<file path="config.mk">
export PLATFORM = sky130hd
export DESIGN_NAME = ret_resolve_queue
export DESIGN_NICKNAME = d
export VERILOG_FILES = /design/src/rtl/riscv_pkg.sv /design/src/rtl/rrq_fifo.sv /design/src/rtl/ret_resolve_queue.sv
export SDC_FILE = /design/constraint.sdc
export NUM_CORES = 1
export LEC_CHECK = 0
export ABC_AREA = 1
export CORE_MARGIN = 10
export CORE_UTILIZATION = 60
export CTS_CLUSTER_DIAMETER = 30
export CTS_CLUSTER_SIZE = 8
export DETAILED_ROUTE_END_ITERATION = 6
export GPL_TIMING_DRIVEN = 0
export PLACE_DENSITY_LB_ADDON = 0.05
export SLEW_MARGIN = 25
export SYNTH_ARGS = -nofsm -noshare
export SYNTH_HDL_FRONTEND = slang
export SYNTH_SLANG_ARGS = --single-unit
</file>
<file path="constraint.sdc">
create_clock -name clk -period 5.05 [get_ports clk]
set_input_delay 0.7575 -clock clk [delete_from_list [all_inputs] [get_ports clk]]
set_output_delay 0.7575 -clock clk [all_outputs]
set_load 0.005 [all_outputs]
</file>
<file path="src/rtl/riscv_pkg.sv">
// Shared core definitions: address width plus the return-resolve queue types.
package riscv_pkg;

  localparam int XLEN      = 32;
  localparam int RRQ_DEPTH = 8;

  typedef struct packed {
    logic            pred_valid;
    logic [XLEN-1:0] pred_target;
  } ret_entry_t;

  typedef enum logic {
    NORMAL  = 1'b0,
    RECOVER = 1'b1
  } recover_state_t;

endpackage

</file>
<file path="src/rtl/rrq_fifo.sv">
// Circular buffer with synchronous clear, push, pop and occupancy count.
// The count carries one extra bit so that full and empty are distinct.
module rrq_fifo
  import riscv_pkg::*;
#(
  parameter int DEPTH = RRQ_DEPTH,
  parameter int W     = $bits(ret_entry_t)
) (
  input  logic                   clk,
  input  logic                   reset_n,
  input  logic                   clear,
  input  logic                   push,
  input  logic [W-1:0]           push_data,
  input  logic                   pop,
  output logic [W-1:0]           head_data,
  output logic [$clog2(DEPTH):0] count
);

  localparam int AW = $clog2(DEPTH);

  logic [W-1:0]  mem [DEPTH];
  logic [AW-1:0] head;
  logic [AW-1:0] tail;

  assign head_data = mem[head];

  // Pointer/count/storage update; clear wins over push and pop.
  always_ff @(posedge clk or negedge reset_n) begin
    if (!reset_n) begin
      head  <= '0;
      tail  <= '0;
      count <= '0;
      for (int i = 0; i < DEPTH; i++) mem[i] <= '0;
    end else if (clear) begin
      head  <= tail;
      count <= '0;
    end else begin
      if (push) begin
        mem[tail] <= push_data;
        tail      <= tail + 1'b1;
      end
      if (pop) head <= head + 1'b1;
      case ({push, pop})
        2'b10:   count <= count + 1'b1;
        2'b01:   count <= count - 1'b1;
        default: count <= count;
      endcase
    end
  end

endmodule

</file>
<file path="src/rtl/ret_resolve_queue.sv">
// Buffers predicted return targets until they resolve, flags mispredicts
// with a registered redirect and blocks fetch for a short recovery window.
//
//   state   | meaning
//   --------+----------------------------------------------------------
//   NORMAL  | accepting predictions and resolves
//   RECOVER | post-mispredict window: no enqueue, resolves ignored
module ret_resolve_queue
  import riscv_pkg::*;
#(
  parameter int DEPTH          = RRQ_DEPTH,
  parameter int RECOVER_CYCLES = 2
) (
  input  logic                   clk,
  input  logic                   reset_n,
  input  logic                   enq_valid,
  input  logic                   enq_pred_valid,
  input  logic [XLEN-1:0]        enq_pred_target,
  output logic                   enq_ready,
  input  logic                   res_valid,
  input  logic [XLEN-1:0]        res_target,
  input  logic                   flush,
  output logic                   mispredict,
  output logic [XLEN-1:0]        redirect_pc,
  output logic [$clog2(DEPTH):0] count,
  output logic [31:0]            hit_count,
  output logic [31:0]            miss_count,
  output logic                   protocol_err
);

  localparam int CW = $clog2(DEPTH) + 1;
  localparam int RW = $clog2(RECOVER_CYCLES + 1);

  recover_state_t state, state_nxt;
  logic [RW-1:0]  rec_cnt, rec_cnt_nxt;

  ret_entry_t              head_entry;
  logic [$bits(ret_entry_t)-1:0] head_bits;
  ret_entry_t              push_entry;

  logic res_fire;
  logic res_deq;
  logic miss;
  logic enq_fire;
  logic fifo_clear;

  assign head_entry = head_bits;
  assign push_entry = '{pred_valid: enq_pred_valid, pred_target: enq_pred_target};

  // Resolves only count in NORMAL and lose to a same-cycle flush.
  assign res_fire   = (state == NORMAL) && res_valid && !flush;
  assign res_deq    = res_fire && (count != '0);
  assign miss       = res_deq && (!head_entry.pred_valid ||
                                  (head_entry.pred_target != res_target));
  assign enq_fire   = enq_valid && enq_ready;
  assign fifo_clear = flush || miss;

  rrq_fifo #(
    .DEPTH (DEPTH),
    .W     ($bits(ret_entry_t))
  ) u_fifo (
    .clk       (clk),
    .reset_n   (reset_n),
    .clear     (fifo_clear),
    .push      (enq_fire && !fifo_clear),
    .push_data (push_entry),
    .pop       (res_deq && !fifo_clear),
    .head_data (head_bits),
    .count     (count)
  );

  // FSM state and recovery down-counter.
  always_ff @(posedge clk or negedge reset_n) begin
    if (!reset_n) begin
      state   <= NORMAL;
      rec_cnt <= '0;
    end else begin
      state   <= state_nxt;
      rec_cnt <= rec_cnt_nxt;
    end
  end

  // Next state, recovery countdown and enqueue handshake.
  always_comb begin
    state_nxt   = state;
    rec_cnt_nxt = rec_cnt;
    enq_ready   = 1'b0;
    case (state)
      NORMAL: begin
        // A same-cycle resolve frees a slot, so a full queue can still accept.
        enq_ready = (count < CW'(DEPTH)) || res_valid;
        if (miss) begin
          state_nxt   = RECOVER;
          rec_cnt_nxt = RW'(RECOVER_CYCLES - 1);
        end
      end
      RECOVER: begin
        if (rec_cnt == '0) state_nxt   = NORMAL;
        else               rec_cnt_nxt = rec_cnt - 1'b1;
      end
      default: state_nxt = NORMAL;
    endcase
  end

  // Registered mispredict pulse, redirect target, perf counters and error flag.
  always_ff @(posedge clk or negedge reset_n) begin
    if (!reset_n) begin
      mispredict   <= 1'b0;
      redirect_pc  <= '0;
      hit_count    <= '0;
      miss_count   <= '0;
      protocol_err <= 1'b0;
    end else begin
      mispredict <= miss;
      if (miss) begin
        redirect_pc <= res_target;
        miss_count  <= miss_count + 1'b1;
      end
      if (res_deq && !miss) hit_count <= hit_count + 1'b1;
      if (res_fire && (count == '0)) protocol_err <= 1'b1;
    end
  end

endmodule

</file>
# [Word level (Yosys, flattened, before mapping)]
# Index checks and enable logic that the tools add are counted.
[word_totals] output_inout_bits=103 register_bits=375 elab_cells=79
[op_classes] n_reduce_logical=24 add_sub_neg=7 n_lt_le_gt_ge=4 bitwise_logic=4 n_eq_ne=5 muxes=17
[ops] op="$bwmux W264" n=1
[ops] op="$bmux W33 S3" n=1
[ops] op="$demux W33 S3" n=1
[ops] op="$mux W33" n=3
[ops] op="$add A32 B1 Y32 const B" n=2
[ops] op="$ne A32 B32 Y1" n=1
[ops] op="$logic_and A1 B1 Y1" n=10
[ops] op="$ge A4 B4 Y1 const B" n=2
[ops] op="$not A3 Y4" n=2
[ops] op="$pmux W4 S2" n=1
[ops] op="$add A3 B1 Y3 const B" n=2
[ops] op="$mux W3" n=2
[ops] op="$add A4 B1 Y4 const B" n=1
[ops] op="$logic_not A1 Y1" n=4
[ops] op="$logic_not A4 Y1" n=1
[ops] op="$lt A4 B1 Y1 const B" n=1
[ops] op="$lt A4 B4 Y1 const B" n=1
[ops] op="$mux W2" n=2
[ops] op="$mux W4" n=1
[ops] op="$ne A2 B2 Y1 const B" n=2
[ops] op="$pmux W2 S2" n=1
[ops] op="$reduce_and A2 Y1" n=2
[ops] op="$reduce_bool A4 Y1" n=1
[ops] op="$sub A4 B1 Y4 const B" n=1
[ops] op="10 further kinds" n=15

# [Depth between registers and ports, before layout]
[logic_depth] ltp_word=13 depth_mapped=28 depth_no_buf=25

# [Modules after synthesis]
# Synthesis repeated with hierarchy kept, for this count alone.
[hier_totals] cells_unflattened=2499 area_unflattened_um2=18926.9
[by_module_without_submodules] module="rrq_fifo" area_per_inst_um2=12345.6 n_inst=1 cells_per_inst=1513
[by_module_without_submodules] module="ret_resolve_queue" area_per_inst_um2=6581.3 n_inst=1 cells_per_inst=986

# [Worst setup path before layout]
# Ideal clock, no wire load.
[synth_path] kind="reg2reg" from="register u_fifo.head[0]" to="register u_fifo.count[3]" required_ns=4.985 path_slack_ns=2.114 setup_time_ns=0.065 arrival_time_ns=2.871 n_path_buf=3 path_stages_with_launch=25 period_less_slack_ns=2.936 cell_sequence="dfrtp_1 -> buf_4 -> buf_6 -> buf_2 -> nor2_1 -> nor2_1 -> o21ai_1 -> nand3_1 -> nand3_1 -> nand2_1 -> nor2_1 -> nand2_1 -> nor2_1 -> nand3_1 -> nor2_1 -> nand3_1 -> inv_1 -> ha_1 -> a21oi_1 -> nand2_1 -> xor2_1 -> nand4_1 -> nand2_1 -> nand2_1 -> nand2_1"
[synth_between] elab_chain_cells=13 elab_cells_between_ends=17 classes_between="3 x eq/ne; 5 x mux; 1 x bitwise; 8 x reduce/logical"
[synth_rtl] item="start, declared" line="rrq_fifo.sv:22" text="logic [AW-1:0] head;"
[synth_rtl] item="start signal, assigned" line="rrq_fifo.sv:35" text="head <= tail;"
[synth_rtl] item="start signal, assigned" line="rrq_fifo.sv:42" text="if (pop) head <= head + 1'b1;"
[synth_rtl] item="$not A3 Y4 (not written as such) *" line="rrq_fifo.sv:25" text="assign head_data = mem[head];"
[synth_rtl] item="$bmux W33 S3 *" line="rrq_fifo.sv:25"
[synth_rtl] item="$mux W33 (not written as such) * (2 in series)" line="rrq_fifo.sv:25"
[synth_rtl] item="$ne A32 B32 Y1 or $logic_not A1 Y1 (tied branches)" line="ret_resolve_queue.sv:54, ret_resolve_queue.sv:53"
[synth_rtl] item="$logic_or A1 B1 Y1 *" line="ret_resolve_queue.sv:53" text="assign miss = res_deq && (!head_entry.pred_valid ||"
[synth_rtl] item="$logic_and A1 B1 Y1 *" line="ret_resolve_queue.sv:53"
[synth_rtl] item="$logic_or A1 B1 Y1 *" line="ret_resolve_queue.sv:56" text="assign fifo_clear = flush || miss;"
[synth_rtl] item="$logic_not A1 Y1" line="ret_resolve_queue.sv:65, ret_resolve_queue.sv:67"
[synth_rtl] item="$logic_and A1 B1 Y1 (on tied branches)" line="ret_resolve_queue.sv:67, ret_resolve_queue.sv:65"
[synth_rtl] item="$eq A2 B1 Y1 or $eq A2 B2 Y1 (tied branches)" line="rrq_fifo.sv:43" text="case ({push, pop})"
[synth_rtl] item="$pmux W4 S2" line="rrq_fifo.sv:43"
[synth_rtl] item="$mux W4" line="rrq_fifo.sv:34" text="end else if (clear) begin"
[synth_rtl] item="end signal, assigned" line="rrq_fifo.sv:44" text="2'b10: count <= count + 1'b1;"
[synth_rtl] item="end signal, assigned" line="rrq_fifo.sv:45" text="2'b01: count <= count - 1'b1;"
[synth_rtl] item="end signal, assigned" line="rrq_fifo.sv:46" text="default: count <= count;"
[synth_rtl] item="end, declared" line="rrq_fifo.sv:16" text="output logic [$clog2(DEPTH):0] count"
# Mark *: on every way between the ends. The rest lies on a longest branch, timed or not. The select of a mux whose other input is x is not followed.
# A chain may end at the register's enable or synchronous reset.

# [Worst setup path after layout]
[layout_path] from="register u_fifo.head[2]" to="register u_fifo.count[3]"
# Same word-level chain as after synthesis.

==> flow_summary.yaml <==
logic_synthesis:
  synth_top_area_share_pct: 47.3
  synth_warnings: 0
  synthTopCellsByArea: "dfrtp_1 (47%), nand2_1 (21%), nand3_1 (10%)"
  synth_ff_type: "dfrtp_1"
  synth-seq-cells: 375
  netlist_instances: 2754
  synth_nets: 2832
  post_synth.cell_area_avg_um2: 7.21
  async_flop_share_pct: 100
  ys_seq_area_share_pct: 47.3
  synth_top_cell_by_area: "dfrtp_1"
  synth_cell_types: 35
  syn-cell-area_mm2: 0.0198
  synth-edff-count: 0
hold_path:
  hold_path_class: "in -> async"
clock_tree:
  cts_root_buf: "clkbuf_16"
  numCtsBuffers: 83
  cts_tree: "built"
  postCtsSetupBuffers: 0
  ctsResizeCount: 0
  h-tree-depth: 3
  cts_hold_buf: 0
  cts.sinks: 375
  path_clk_slew_ns: 0.04
  clock_path_buffers: 3
  clk_latency_ns: 0.61
final_layout:
  layout_common_cells: "nand2_1 (1086), nand3_1 (408), dfrtp_1 (375), nor2_1 (224), inv_1 (175)"
  n_antenna_cell: 0
  fin_nets: 3060
  num-fill-cells: 2437
  final_common_cell: "nand2_1"
  layout.cells.non_filler: 3490
  syn_to_final_growth_pct: 24.5
  drive_above_1_share_pct: 9.06
drt:
  vias_per_cell: 5.99
  first_pass_iters: 7
  final_antenna_net_count: 0
  wl_per_cell_um: 22.5
  drt-initial-drc-count: 3133
  drc: 7
  wl_um: 78500
  via_count: 20900
floorplanning:
  die_x_um: 202
  core_area_mm2: 0.0326
  io_pins: 173
  die-height_um: 202
  start_util_pct: 60.8
  num_rows: 66
  dieArea_mm2: 0.0408
place:
  dpl.cell_count: 3339
  dp_hpwl_um: 54100
  gp_congestion: 0.982
  port_buffers: 139
grt:
  grt_pass1_vias: 20100
  grt_pass1_wl_um: 118000
  grt_max_degree: 96
  groute.usage.overall_pct: 37.6
  grt_overflow: 0
  antenna_found_initial: 4
setup_path:
  worst_ep_required_time_ns: 5.58
  path_class: "reg -> reg"
  worstPathArrival_ns: 5.20
  cp-end-kind: "register"
  start_kind: "register"
  cp_max_fo: 10
power:
  finalPower_uw: 16600
  vdd_drop_max_uv: 485
  power_per_cell_area_mw_per_mm2: 672
  power_leakage_uw: 0.0128
sta:
  skew_ns: 0.0291
  clock.fmax_mhz: 214
  period_minus_slack_ns: 4.67
  post-route-period-util_pct: 92.5
  rsz0062_at_grt: "no"
  setup_viol: 0
  max_slew_margin_pct: 20.8
  hold_violations: 0
  worstMarginPinSlew_ns: 1.18
  slew_violations: 0
run_status:
  failed_checks: "DRC"
  outcome: "complete, but fails checks"
flow_run:
  max-cap-violations: 0
-- flip-flops by register name (all words and copies together), names as in the netlist --
signal        flops
redirect_pc      32
u_fifo.tail       3
miss_count       32
rec_cnt           2
hit_count        32
mispredict        1
state             1
u_fifo.count      4
u_fifo.mem      264
protocol_err      1
u_fifo.head       3
-- critical path, cell delays in order, from the launching register on --
cell,delay (ns)
dfrtp_1,0.38
inv_1,0.34
buf_1,0.81
nand3_1,0.47
nand3_1,0.21
nand2_1,0.07
nor2_1,0.35
nand2_1,0.09
nor2_1,0.11
nand3_1,0.08
nor2_1,0.28
nand3_1,0.17
inv_1,0.18
ha_1,0.29
a21oi_1,0.16
nand2_1,0.08
xor2_1,0.18
nand4_1,0.13
nand2_1,0.12
nand2_1,0.05
nand2_1,0.06
-- cell usage after synthesis, drive strengths merged, types with 2 or more instances --
| master | count |
|---|---|
| nand2 | 1093 |
| nand3 | 410 |
| dfrtp | 375 |
| nor2 | 225 |
| inv | 179 |
| o21ai | 130 |
| buf | 96 |
| clkbuf | 84 |
| xor2 | 50 |
| nor3 | 41 |
| nor4 | 17 |
| xnor2 | 16 |
| nand4 | 12 |
| ha | 7 |
| a21oi | 4 |
| o211ai | 4 |
| nand3b | 3 |
| clkinv | 2 |
| nor3b | 2 |
-- logic make-up (layout without fill, tap and decap cells) --
kind of cell	count (synthesis)	count (layout)	synth area share [%]
buf+inv	361	655	7.91
compound gates	140	140	3.61
flops	375	375	47.3
fa+ha+maj	8	8	0.542
simple gates	1804	1804	37.7
xor+xnor	66	66	2.91
-- report_power, final --
part	total, µW	leakage (µW)	internal, µW	switching [µW]
Sequential	5010	0.00476	4210	796
Clock	5390	0.00135	3590	1810
Combinational	6190	0.00670	1880	4310
-- final timing paths --
path | from | end | slack (ns) | cells after the start
worst max register to register | u_fifo.head[2]$_DFFE_PN0P_ | u_fifo.count[3]$_DFFE_PN0P_ | 0.38 | 20
worst max-delay path | u_fifo.head[2]$_DFFE_PN0P_ | u_fifo.count[3]$_DFFE_PN0P_ | 0.38 | 20
worst min-delay path | reset_n | miss_count[26]$_DFFE_PN0P_ | 0.02 | 1
max in group asynchronous | reset_n | u_fifo.mem[197]$_DFFE_PN0P_ | 3.43 | 4
worst min register to register | u_fifo.mem[227]$_DFFE_PN0P_ | u_fifo.mem[227]$_DFFE_PN0P_ | 0.47 | 2
min in group clk | u_fifo.mem[227]$_DFFE_PN0P_ | u_fifo.mem[227]$_DFFE_PN0P_ | 0.47 | 2
-- stage by stage --
stage | utilization, % | worst slack [ns] | setup TNS (ns) | hold slack (ns) | area [µm²]
3_5_place_dp | 67.2 | 0.833 | 0 | 0.453 | 21900
2_1_floorplan | - | 2.11 | 0 | 0.437 | 19800
4_1_cts | 75.7 | 0.812 | 0 | 0.0195 | 24700
3_3_place_gp | 66.8 | -12.93 | -4828.00 | 0.448 | 21800
6_report | 75.7 | 0.380 | 0 | 0.0178 | 24700
5_1_grt | 75.7 | 0.172 | 0 | 0.0262 | 24700
-- final cells by class --
class | instances | area (µm²) | share of cell area (%)
Buffer | 180 | 888 | 3.60
Clock buffer | 104 | 2270 | 9.18
Clock inverter | 47 | 529 | 2.14
Inverter | 181 | 682 | 2.76
Multi-Input combinational cell | 2018 | 8890 | 36.0
Sequential cell | 375 | 9380 | 38.0
Tap cell | 442 | 553 | 2.24
Timing Repair Buffer | 143 | 1510 | 6.10
-- routing by layer --
layer | part of all wire (%) | vias to the layer above | track usage, %
li1 | - | 9178 | -
met1 | 36 | 9698 | 46.4
met2 | 43 | 1645 | 56.5
met3 | 14 | 390 | 12.8
met4 | 6.5 | 8 | 22.1
met5 | 0.066 | - | 0
Note: power is estimated with default switching activity, not from simulation.
